==> config.mk <==
export PLATFORM = sky130hd
export DESIGN_NAME = alu_exec_ctrl_flat
export DESIGN_NICKNAME = d
export VERILOG_FILES = /design/src/rtl/alu_exec_ctrl_if.sv /design/src/rtl/alu_exec_ctrl.sv /design/src/flat_wrapper.sv
export SDC_FILE = /design/constraint.sdc
export NUM_CORES = 1
export LEC_CHECK = 0
export ABC_CLOCK_PERIOD_IN_PS = 3650
export CORE_MARGIN = 2
export CORE_UTILIZATION = 50
export DETAILED_ROUTE_END_ITERATION = 8
export PLACE_DENSITY = 0.85
export SKIP_LAST_GASP = 1
export SYNTH_ARGS = -nofsm -noshare
export SYNTH_HDL_FRONTEND = slang
export SYNTH_SLANG_ARGS = --single-unit
==> constraint.sdc <==
create_clock -name clk -period 3.65 [get_ports clk]
set_input_delay 0.5475 -clock clk [delete_from_list [all_inputs] [get_ports clk]]
set_output_delay 0.5475 -clock clk [all_outputs]
set_load 0.01 [all_outputs]
==> src/rtl/alu_exec_ctrl_if.sv <==
// alu_exec_ctrl_if: request (valid/ready), ALU drive/return and response (valid/ready) signals; slave = controller, master = environment
interface alu_exec_ctrl_if #(parameter int SHAMT_W = 4);
  logic               req_valid;
  logic               req_ready;
  logic [2:0]         req_op;
  logic [15:0]        req_a;
  logic [15:0]        req_b;
  logic [SHAMT_W-1:0] req_shamt;
  logic               req_setf;
  logic [15:0]        alu_a;
  logic [15:0]        alu_b;
  logic [2:0]         alu_op;
  logic [15:0]        alu_o;
  logic               alu_fc;
  logic               alu_fv;
  logic               rsp_valid;
  logic               rsp_ready;
  logic [15:0]        rsp_result;
  modport slave (
    input  req_valid, req_op, req_a, req_b, req_shamt, req_setf, alu_o, alu_fc, alu_fv, rsp_ready,
    output req_ready, alu_a, alu_b, alu_op, rsp_valid, rsp_result
  );
  modport master (
    output req_valid, req_op, req_a, req_b, req_shamt, req_setf, alu_o, alu_fc, alu_fv, rsp_ready,
    input  req_ready, alu_a, alu_b, alu_op, rsp_valid, rsp_result
  );
endinterface

==> src/rtl/alu_exec_ctrl.sv <==
// alu_exec_ctrl: execute-stage controller for a 1-bit-shift ALU; ports clk, rst, bus (req/alu/rsp), flags {Z,C,N,V}, busy
module alu_exec_ctrl #(parameter int SHAMT_W = 4) (
  input  logic                 clk,
  input  logic                 rst,
  alu_exec_ctrl_if.slave       bus,
  output logic [3:0]           flags,
  output logic                 busy
);
  typedef enum logic [1:0] {IDLE, EXEC, SHIFT, RESP} state_t;
  state_t             r_state;
  logic [2:0]         r_op;
  logic [15:0]        r_a;
  logic [15:0]        r_b;
  logic [15:0]        r_acc;
  logic [15:0]        r_result;
  logic [SHAMT_W-1:0] r_cnt;
  logic               r_setf;
  logic [3:0]         r_flags;
  logic [3:0]         w_flags;
  logic               w_shift;
  assign w_flags        = {bus.alu_o == 16'h0, bus.alu_fc, bus.alu_o[15], bus.alu_fv};
  assign w_shift        = bus.req_op[2:1] == 2'b11;
  assign bus.req_ready  = r_state == IDLE;
  assign bus.rsp_valid  = r_state == RESP;
  assign bus.rsp_result = r_result;
  assign bus.alu_a      = r_state == EXEC ? r_a : r_state == SHIFT ? r_acc : 16'h0;
  assign bus.alu_b      = r_state == EXEC ? r_b : 16'h0;
  assign bus.alu_op     = (r_state == EXEC || r_state == SHIFT) ? r_op : 3'b000;
  assign flags          = r_flags;
  assign busy           = r_state != IDLE;
  always_ff @(posedge clk) begin
    if (rst) begin
      r_state  <= IDLE;
      r_op     <= 3'b000;
      r_a      <= 16'h0;
      r_b      <= 16'h0;
      r_acc    <= 16'h0;
      r_result <= 16'h0;
      r_cnt    <= '0;
      r_setf   <= 1'b0;
      r_flags  <= 4'h0;
    end else begin
      case (r_state)
        IDLE: if (bus.req_valid) begin
          r_op   <= bus.req_op;
          r_a    <= bus.req_a;
          r_b    <= bus.req_b;
          r_acc  <= bus.req_a;
          r_cnt  <= bus.req_shamt;
          r_setf <= bus.req_setf;
          if (!w_shift) r_state <= EXEC;
          else if (bus.req_shamt == '0) begin
            // zero-length shift bypasses the ALU entirely
            r_result <= bus.req_a;
            if (bus.req_setf) r_flags <= {bus.req_a == 16'h0, 1'b0, bus.req_a[15], 1'b0};
            r_state  <= RESP;
          end else r_state <= SHIFT;
        end
        EXEC: begin
          r_result <= bus.alu_o;
          if (r_setf) r_flags <= w_flags;
          r_state  <= RESP;
        end
        SHIFT: begin
          r_acc <= bus.alu_o;
          r_cnt <= r_cnt - SHAMT_W'(1);
          if (r_cnt == SHAMT_W'(1)) begin
            r_result <= bus.alu_o;
            if (r_setf) r_flags <= w_flags;
            r_state  <= RESP;
          end
        end
        RESP: if (bus.rsp_ready) r_state <= IDLE;
        default: r_state <= IDLE;
      endcase
    end
  end
endmodule

==> src/flat_wrapper.sv <==
// flat-port wrapper written by rule: the top's interface ports become plain ports
module alu_exec_ctrl_flat 
#(parameter int SHAMT_W = 4)
  (clk, rst, flags, busy, bus_req_valid, bus_req_op, bus_req_a, bus_req_b, bus_req_shamt, bus_req_setf, bus_alu_o, bus_alu_fc, bus_alu_fv, bus_rsp_ready, bus_req_ready, bus_alu_a, bus_alu_b, bus_alu_op, bus_rsp_valid, bus_rsp_result);
  alu_exec_ctrl_if #(.SHAMT_W(SHAMT_W)) bus_i ();
  input  logic clk;
  input  logic rst;
  output logic [3:0] flags;
  output logic busy;
  input wire logic [$bits(bus_i.req_valid)-1:0] bus_req_valid;
  input wire logic [$bits(bus_i.req_op)-1:0] bus_req_op;
  input wire logic [$bits(bus_i.req_a)-1:0] bus_req_a;
  input wire logic [$bits(bus_i.req_b)-1:0] bus_req_b;
  input wire logic [$bits(bus_i.req_shamt)-1:0] bus_req_shamt;
  input wire logic [$bits(bus_i.req_setf)-1:0] bus_req_setf;
  input wire logic [$bits(bus_i.alu_o)-1:0] bus_alu_o;
  input wire logic [$bits(bus_i.alu_fc)-1:0] bus_alu_fc;
  input wire logic [$bits(bus_i.alu_fv)-1:0] bus_alu_fv;
  input wire logic [$bits(bus_i.rsp_ready)-1:0] bus_rsp_ready;
  output wire logic [$bits(bus_i.req_ready)-1:0] bus_req_ready;
  output wire logic [$bits(bus_i.alu_a)-1:0] bus_alu_a;
  output wire logic [$bits(bus_i.alu_b)-1:0] bus_alu_b;
  output wire logic [$bits(bus_i.alu_op)-1:0] bus_alu_op;
  output wire logic [$bits(bus_i.rsp_valid)-1:0] bus_rsp_valid;
  output wire logic [$bits(bus_i.rsp_result)-1:0] bus_rsp_result;
  assign bus_i.req_valid = bus_req_valid;
  assign bus_i.req_op = bus_req_op;
  assign bus_i.req_a = bus_req_a;
  assign bus_i.req_b = bus_req_b;
  assign bus_i.req_shamt = bus_req_shamt;
  assign bus_i.req_setf = bus_req_setf;
  assign bus_i.alu_o = bus_alu_o;
  assign bus_i.alu_fc = bus_alu_fc;
  assign bus_i.alu_fv = bus_alu_fv;
  assign bus_i.rsp_ready = bus_rsp_ready;
  assign bus_req_ready = bus_i.req_ready;
  assign bus_alu_a = bus_i.alu_a;
  assign bus_alu_b = bus_i.alu_b;
  assign bus_alu_op = bus_i.alu_op;
  assign bus_rsp_valid = bus_i.rsp_valid;
  assign bus_rsp_result = bus_i.rsp_result;
  alu_exec_ctrl #(.SHAMT_W(SHAMT_W)) u_core (.clk(clk), .rst(rst), .bus(bus_i), .flags(flags), .busy(busy));
endmodule
==> results of run 1 <==
per-layer routing:
metal	wire [um]	part of all wire, %
met1	4930	45
met2	5170	47
met3	720	6.5
met4	176	1.6
met5	0	0
worst min path at each step:
stage                                        endpoint  cells after the start  slack (ns)                         from
after floorplan            u_core.r_b[0]$_SDFFE_PP0P_                      2        0.43   u_core.r_b[0]$_SDFFE_PP0P_
final                     u_core.r_op[1]$_SDFFE_PP0P_                      2        0.45  u_core.r_op[1]$_SDFFE_PP0P_
after detailed placement   u_core.r_b[2]$_SDFFE_PP0P_                      2        0.44   u_core.r_b[2]$_SDFFE_PP0P_
after global routing       u_core.r_b[4]$_SDFFE_PP0P_                      2        0.47   u_core.r_b[4]$_SDFFE_PP0P_
after CTS                  u_core.r_b[2]$_SDFFE_PP0P_                      2        0.45   u_core.r_b[2]$_SDFFE_PP0P_
after global placement    u_core.r_b[13]$_SDFFE_PP0P_                      2        0.44  u_core.r_b[13]$_SDFFE_PP0P_
layout make-up:
| type | instances | area, um2 | area share (%) |
|---|---|---|---|
| clock inverter | 6 | 68.8 | 1.33 |
| sequential | 78 | 1560 | 30.1 |
| inverter | 9 | 33.8 | 0.651 |
| tap | 99 | 124 | 2.39 |
| timing repair buffer | 125 | 1230 | 23.7 |
| clock buffer | 10 | 138 | 2.65 |
| multi-input combinational | 344 | 2030 | 39.2 |
state kept, by name, summed over array words and instances, names as in the netlist:
name and count:
u_core.r_acc 16, u_core.r_op 3, u_core.r_state 2, u_core.bus.rsp_result 16, u_core.r_a 16, u_core.r_b 16, u_core.flags 4, u_core.r_cnt 4
u_core.r_setf 1
per-stage QoR:
stage               utilization (%)  hold WS (ns)  instances
global placement               68.3         0.438        655
finish                         71.2         0.453        671
floorplan                         -         0.432        466
global route                   71.2         0.467        671
detailed placement             68.3         0.442        655
CTS                            71.2         0.454        671
worst max-delay path: cells and delay by family (launching register included):
kind | cells | cell delay, ns
buffers and inverters | 2 | 0.73
adder cells (fa/ha/maj) | 1 | 0.85
AO/OA/AOI/OAI | 1 | 0.31
AND/OR/NAND/NOR | 1 | 0.12
flip-flops | 1 | 0.37
where the power goes:
part | switching (mW) | internal [mW] | total (mW)
Combinational | 0.859 | 0.656 | 1.51
Sequential | 0.131 | 1.08 | 1.21
Clock | 0.332 | 0.338 | 0.670
Yosys cell counts (2+ instances only):
master / n / area share [%]
ha_1: 8 / 2.7
a211oi_2: 3 / 0.99
o31ai_1: 2 / 0.40
nand2_1: 108 / 11
mux2i_1: 34 / 9.0
a211oi_1: 32 / 6.4
a22oi_1: 2 / 0.40
a31oi_1: 2 / 0.33
a21oi_1: 58 / 7.7
o21ai_0: 19 / 2.5
and2_1: 20 / 3.3
nor3_1: 4 / 0.53
nand4_1: 2 / 0.33
nor2_1: 23 / 2.3
inv_1: 9 / 0.89
a221oi_1: 2 / 0.46
a311oi_1: 2 / 0.46
nor4_1: 6 / 0.99
mux2_2: 2 / 0.60
or4_1: 4 / 0.80
dfxtp_1: 78 / 41
buf_2: 7 / 0.93
clkbuf_1: 26 / 2.6
cells by family after synthesis:
kind of cell               after synthesis  synth area share [%]
muxes                                   36                  9.61
and+or+nand+nor                        171                  20.1
adders and majority gates                8                  2.65
AOI/OAI and AO/OA                      129                  21.5
DFF                                     78                  41.4
buffers and inverters                   44                  4.80
==> impl_metrics.toml, run 1 <==
[outcome]
status = "completed"

[clock_network]
cts_tree = "built"
clk_pin_slew_worst_paths_ns = 0.08
clkLatencyLatePin_ns = 0.36
cts.sinks = 78
cts_setup_buffers = 0
htree_levels = 3
clockBufferDepth = 2
root_buffer = "clkbuf_8"
cts_buffers = 9
hold_buffers = 0
cts_resized = 0

[global_route]
grt_overflow = 0
antenna_found_initial = 0
grt_max_degree = 41
grt_pass1_vias = 3581
grt_pass1_wl_um = 17900
grtUsageMet1_pct = 35.9
globalRouteMet3Util_pct = 3.67
grt_busiest_layer = "met2"
grtUsageTotal_pct = 26.9
met2_usage_pct = 44.4

[layout]
diodes = 0
final_common_cell = "clkdlybuf4s50_1"
area_growth_pct = 37.4
fill_cells = 570
drive_gt1_share_pct = 5.94
layout_common_cells = "clkdlybuf4s50_1, nand2_1, dfxtp_1"
fin_nets = 637
final_area_um2 = 5190

[sta]
hold_viol_final = 0
fmax_mhz = 306
period_minus_slack_ns = 3.27
relSlewSlack_pct = 19.0
fin_ws_ns = 0.384
tightest_slew_ns = 1.21
drv_slew = 0
fin_setup_tns_ns = 0
skew_ns = 0.0129
timing.final.crit_share_pct = 89.5
rsz0062_at_grt = "false"
setup_viol = 0

[floorplan]
core_region_area_um2 = 7290
start_util_pct = 51.8
die_area_um2 = 8260
num_io_pins = 120
die_w_um = 90.9
dieHeight_um = 90.9
rows = 31

[synth]
synth_cells = 466
synth_edf_count = 0
ys_types = 36
syn_area_um2 = 3780
synthArstFlopShare_pct = 0
ys.flop_type = "dfxtp_1"
synth-seq-cells = 78
synth_warnings = 0
syn_nets = 536
ys_seq_area_share_pct = 41.4
syn_avg_cell_area_um2 = 8.10

[place]
dp.final_hpwl_um = 7960
portBuffers = 119
finalWeightedCongestion = 0.927
placed_cell_area_um2 = 4980
pre_cts_ws_ns = 0.784

[route]
dr.pass1.iters = 5
routed_wl_um = 11000
wire_per_inst_um = 16.4
vias = 3732
drtIter0Drc = 313
ant_nets = 0
drt_drc_violations_left = 0
vias_per_cell = 5.56

[power_and_ir_drop]
p_total_mw = 3.39
peakVddDrop_mv = 0.359
p_per_area_nw_per_um2 = 653
leakage_nw = 1.84

[flow_run]
drv_cap = 0

[setup_path]
r2r_setup_slack_ns = 0.88
cp_slowest_cell = "ha_1"
cp.required_ns = 3.10
timing.rr.end = "u_core.r_cnt[0]$_SDFFE_PP0P_"
critPathArrivalTime_ns = 2.72
worst_r2r_path_depth = 5
crit_path_cell_trace = "inv_1, ha_1, nand2_1, o21ai_0, clkdlybuf4s50_1"
rr_startpoint = "u_core.r_state[0]$_SDFFE_PP0P_"
critPathKind = "flop to primary output"
cp-start-kind = "flop"
max_stage_delay_ns = 0.85
startpoint = "u_core.r_state[0]$_SDFFE_PP0P_"
cp-end-kind = "primary output"
endpoint = "bus_alu_a[0]"
cp_max_fo = 26

[worst_hold_path]
hold_path.class = "flop to flop"
Note: power is estimated with default switching activity, not from simulation.
==> inputs of run 2 (changes only) <==
--- a/config.mk
+++ b/config.mk
@@ -9,7 +9,7 @@
 export CORE_MARGIN = 2
 export CORE_UTILIZATION = 50
 export DETAILED_ROUTE_END_ITERATION = 8
-export PLACE_DENSITY = 0.85
+export PLACE_DENSITY_LB_ADDON = 0.12
 export SKIP_LAST_GASP = 1
 export SYNTH_ARGS = -nofsm -noshare
 export SYNTH_HDL_FRONTEND = slang
==> run 2 against run 1 <==
Against the previous run:
- clock skew shrank 0.0052 ns
- first-iteration DRC count fell by 38%
- sequential cell count did not move
- register-to-register slack improved by 0.13 ns
- maximum frequency rose by 6.1%
- sequential share of layout area is 0.14 points lower
- via count is 1.8% lower
- sequential power is essentially flat
- critical endpoint is now bus_alu_a[13]
- highest routed layer unchanged
==> impl_metrics.toml, run 2 (synthesis gave the netlist of run 1 again) <==
[route]
vias = 3664
wire_per_inst_um = 16.0
wl_met2_um = 4730
drtIter0Drc = 194
drt_drc_violations_left = 0
highest_layer = "met4"
ant_nets = 0
dr.pass1.iters = 7
routed_wl_um = 10700
vias_per_cell = 5.46
wl_met3_um = 590
wl_met1_um = 5300

[setup_path]
cp_max_fo = 26
r2r_setup_slack_ns = 1.01
critPathArrivalTime_ns = 2.53
rr_startpoint = "u_core.r_state[0]$_SDFFE_PP0P_"
startpoint = "u_core.r_state[0]$_SDFFE_PP0P_"
timing.rr.end = "u_core.r_cnt[0]$_SDFFE_PP0P_"
critPathKind = "flop to primary output"
cp-start-kind = "flop"
cp.required_ns = 3.10
cp-end-kind = "primary output"
worst_r2r_path_depth = 5

[global_route]
grt_pass1_vias = 3482
antenna_found_initial = 0
grt_max_degree = 54
grt_pass1_wl_um = 17400
grt_overflow = 0
grtUsageTotal_pct = 25.7

[clock_network]
cts_resized = 0
cts.sinks = 78
clk_pin_slew_worst_paths_ns = 0.08
root_buffer = "clkbuf_8"
cts_setup_buffers = 0
clockBufferDepth = 2
hold_buffers = 0
htree_levels = 3
cts_buffers = 9
cts_tree = "built"
clkLatencyLatePin_ns = 0.36

[power_and_ir_drop]
internal_power_mw = 2.15
leakage_nw = 1.85
peakVddDrop_mv = 0.384
power.switching_mw = 1.32
combPwrFrac_pct = 43.3
clkPwrFrac_pct = 21.6
p_per_area_nw_per_um2 = 664
p_total_mw = 3.46
switching_share_pct = 38.0
seqPwrFrac_pct = 35.2

[place]
finalWeightedCongestion = 0.848
dp.final_hpwl_um = 7780
pre_cts_ws_ns = 0.968
portBuffers = 119

[layout]
fill_cells = 599
multiInputGateArea_um2 = 2030
drive_gt1_share_pct = 5.94
layout_common_cells = "clkdlybuf4s50_1, nand2_1, dfxtp_1"
area_growth_pct = 38.1
final_common_cell = "clkdlybuf4s50_1"
fin_util_pct = 71.5
register_area_um2 = 1560
fin_nets = 637
diodes = 0

[sta]
skew_ns = 0.00776
period_minus_slack_ns = 3.08
relSlewSlack_pct = 21.9
hold_viol_final = 0
timing.final.crit_share_pct = 84.3
fin_setup_tns_ns = 0
drv_slew = 0
hold_ws_ns = 0.453
fmax_mhz = 325
tightest_slew_ns = 1.17
fin_ws_ns = 0.573
setup_viol = 0
rsz0062_at_grt = "false"

[floorplan]
start_util_pct = 51.8
rows = 31
core_region_area_um2 = 7290
die_w_um = 90.9
dieHeight_um = 90.9
num_io_pins = 120
die_area_um2 = 8260

[flow_run]
drv_cap = 0

[outcome]
status = "completed"

[worst_hold_path]
hold_path.class = "flop to flop"
hp-start = "u_core.r_op[2]$_SDFFE_PP0P_"
min_to = "u_core.r_op[2]$_SDFFE_PP0P_"
min_delay_path_depth = 2
[run 2: changes by cell type in the layout (fill, tap and decap cells not counted), sizes merged]
cell    before  now
bufinv       1    2
clkinv       3    2
[run 2: layout make-up]
cell class                      count  area share [%]
Multi-Input combinational cell    344            39.0
Sequential cell                    78            29.9
Timing Repair Buffer              125            23.6
Clock buffer                       10            2.64
Tap cell                           99            2.38
Clock inverter                      6            1.80
Inverter                            9           0.648
[run 2: per-layer routing]
| layer | up-vias | track usage [%] |
|---|---|---|
| li1 | 1833 | - |
| met5 | - | 0 |
| met3 | 12 | 4.51 |
| met4 | 0 | 6.94 |
| met1 | 1690 | 37.1 |
| met2 | 129 | 39.6 |
[run 2: worst max-delay path, stage by stage (launching register included)]
cell,delay [ns]
dfxtp_1,0.37
inv_1,0.12
ha_1,0.76
nand2_1,0.13
o21ai_0,0.20
clkdlybuf4s50_1,0.59
[run 2: worst max path at each step]
stage / endpoint / slack (ns) / cells after the start
2_1_floorplan: bus_alu_op[0] / 1.36 / 6
3_3_place_gp: bus_alu_a[2] / 1.05 / 5
3_5_place_dp: bus_alu_a[2] / 0.97 / 5
4_1_cts: bus_alu_a[1] / 0.59 / 5
5_1_grt: bus_alu_a[13] / 0.43 / 5
6_report: bus_alu_a[13] / 0.57 / 5
[run 2: power groups by stage]
| stage | Clock, mW | Combinational, mW | Sequential, mW |
|---|---|---|---|
| after floorplan | 0 | 0.965 | 1.22 |
| after global placement | 0 | 1.45 | 1.22 |
| after detailed placement | 0 | 1.49 | 1.23 |
| after CTS | 0.747 | 1.50 | 1.21 |
| after global routing | 0.784 | 1.64 | 1.24 |
| final | 0.747 | 1.50 | 1.22 |
[run 2: stage by stage]
step                cells  instance area [um2]
finish                671                 5220
global route          671                 5220
CTS                   671                 5220
detailed placement    655                 4980
global placement      655                 4980
floorplan             466                 3780
==> inputs of run 3 (changes only) <==
--- a/config.mk
+++ b/config.mk
@@ -5,9 +5,9 @@
 export SDC_FILE = /design/constraint.sdc
 export NUM_CORES = 1
 export LEC_CHECK = 0
-export ABC_CLOCK_PERIOD_IN_PS = 3650
+export ABC_CLOCK_PERIOD_IN_PS = 2700
 export CORE_MARGIN = 2
-export CORE_UTILIZATION = 50
+export CORE_UTILIZATION = 42
 export DETAILED_ROUTE_END_ITERATION = 8
 export PLACE_DENSITY_LB_ADDON = 0.12
 export SKIP_LAST_GASP = 1
==> constraint.sdc (replaced) <==
create_clock -name clk -period 2.7 [get_ports clk]
set_input_delay 0.405 -clock clk [delete_from_list [all_inputs] [get_ports clk]]
set_output_delay 0.405 -clock clk [all_outputs]
set_load 0.01 [all_outputs]
==> run 3 against run 2 <==
Against the previous run:
- clock skew is 0.0015 ns higher
- final cell count is 2.1% higher
- via count hardly changed
- clock-buffer cell count is 1 higher
- total power is 33% higher
- critical path depth is 1 lower
- die area is 18% higher
- sequential share of layout area is 0.24 points lower
- critical path type unchanged
- critical endpoint is now bus_alu_op[1]
- largest cell class unchanged
- largest power group unchanged
- highest routed layer unchanged
==> impl_metrics.toml, run 3 (synthesis gave the netlist of run 1 again) <==
[outcome]
status = "completed"

[global_route]
grtUsageTotal_pct = 22.1
antenna_found_initial = 0
grt_max_degree = 79
grt_pass1_wl_um = 17400
grt_pass1_vias = 3430
grt_overflow = 0

[sta]
fmax_mhz = 381
fin_ws_ns = 0.0776
timing.final.crit_share_pct = 97.1
drv_slew = 0
setup_viol = 0
hold_ws_ns = 0.452
rsz0062_at_grt = "true"
tightest_slew_ns = 0.683
period_minus_slack_ns = 2.62
relSlewSlack_pct = 53.2
hold_viol_final = 0
skew_ns = 0.00924

[layout]
fin_nets = 642
area_growth_pct = 39.2
drive_gt1_share_pct = 6.76
diodes = 0
layout_common_cells = "clkdlybuf4s50_1, nand2_1, dfxtp_1"
final_common_cell = "clkdlybuf4s50_1"

[floorplan]
rows = 34
die_area_um2 = 9770
start_util_pct = 43.3
num_io_pins = 120
dieHeight_um = 98.8
core_region_area_um2 = 8720
die_w_um = 98.8

[power_and_ir_drop]
leakage_nw = 1.86
clkPwrFrac_pct = 19.2
power.switching_mw = 1.76
switching_share_pct = 38.3
seqPwrFrac_pct = 35.5
internal_power_mw = 2.84
p_per_area_nw_per_um2 = 874
peakVddDrop_mv = 0.428
combPwrFrac_pct = 45.4

[clock_network]
root_buffer = "clkbuf_8"
clockBufferDepth = 2
cts.sinks = 78
cts_tree = "built"
htree_levels = 3
clk_pin_slew_worst_paths_ns = 0.08
cts_buffers = 9
cts_setup_buffers = 0
cts_resized = 1
hold_buffers = 0
clkLatencyLatePin_ns = 0.35

[route]
drtIter0Drc = 279
drt_drc_violations_left = 0
vias = 3665
vias_per_cell = 5.35
routed_wl_um = 10800
ant_nets = 0
dr.pass1.iters = 4
wire_per_inst_um = 15.7

[setup_path]
cp_max_fo = 10
critPathArrivalTime_ns = 2.22
crit_path_cell_trace = "inv_1, ha_1, and2_1, clkdlybuf4s50_1"
critPathKind = "flop to primary output"
max_stage_delay_ns = 0.59
cp_slowest_cell = "ha_1"
cp-start-kind = "flop"
cp.required_ns = 2.30
crit_buf_inv = 2
cp-end-kind = "primary output"
crit_family = "buffers and inverters"

[place]
dp.final_hpwl_um = 7520
finalWeightedCongestion = 0.882
pre_cts_ws_ns = 0.292
portBuffers = 119

[flow_run]
drv_cap = 0

[worst_hold_path]
hold_path.class = "flop to flop"
-- run 3: power by group through the flow --
stage	combinational (mW)	clock [mW]	sequential, mW
2_1_floorplan	1.30	0	1.64
3_3_place_gp	2.04	0	1.64
3_5_place_dp	2.06	0	1.65
4_1_cts	2.08	0.894	1.63
5_1_grt	2.29	0.939	1.67
6_report	2.08	0.880	1.63
-- run 3: metal layers --
layer | global-route usage, % | vias up | routed length (um)
met5 | 0 | - | 0
met4 | 6.95 | 0 | 134
met3 | 4.04 | 12 | 735
met2 | 32.6 | 146 | 4590
met1 | 32.6 | 1670 | 5300
li1 | - | 1837 | -
-- run 3: through the flow --
step / std cells / util [%] / power [mW] / cell area (um2) / TNS (ns)
floorplan: 466 / - / 2.95 / 3780 / 0
CTS: 685 / 60.3 / 4.60 / 5260 / 0
finish: 685 / 60.3 / 4.60 / 5260 / 0
detailed placement: 669 / 57.9 / 3.71 / 5050 / 0
global route: 685 / 60.3 / 4.90 / 5260 / -0.0171
global placement: 669 / 57.9 / 3.68 / 5050 / 0
-- run 3: layout make-up --
cell class                 count  area (um2)
clock inverter                 5        58.8
sequential                    78        1560
multi-input combinational    344        2050
fill                         796        3460
inverter                       9        33.8
timing repair buffer         130        1280
tap                          108         135
clock buffer                  11         141
-- run 3: worst reg2reg max path, cell delays in order (launching register included) --
cell and delay [ns]:
dfxtp_1 0.42, inv_1 0.13, ha_1 0.59, mux2i_1 0.34
or4_1 0.58, a21oi_1 0.17
-- run 3: final timing paths --
check	start	endpoint	slack (ns)	depth (start not counted)
worst min register to register	u_core.r_op[1]$_SDFFE_PP0P_	u_core.r_op[1]$_SDFFE_PP0P_	0.45	2
worst max-delay path	u_core.r_state[0]$_SDFFE_PP0P_	bus_alu_op[1]	0.08	4
worst min-delay path	u_core.r_op[1]$_SDFFE_PP0P_	u_core.r_op[1]$_SDFFE_PP0P_	0.45	2
worst max register to register	u_core.r_state[0]$_SDFFE_PP0P_	u_core.flags[2]$_SDFFE_PP0P_	0.40	5
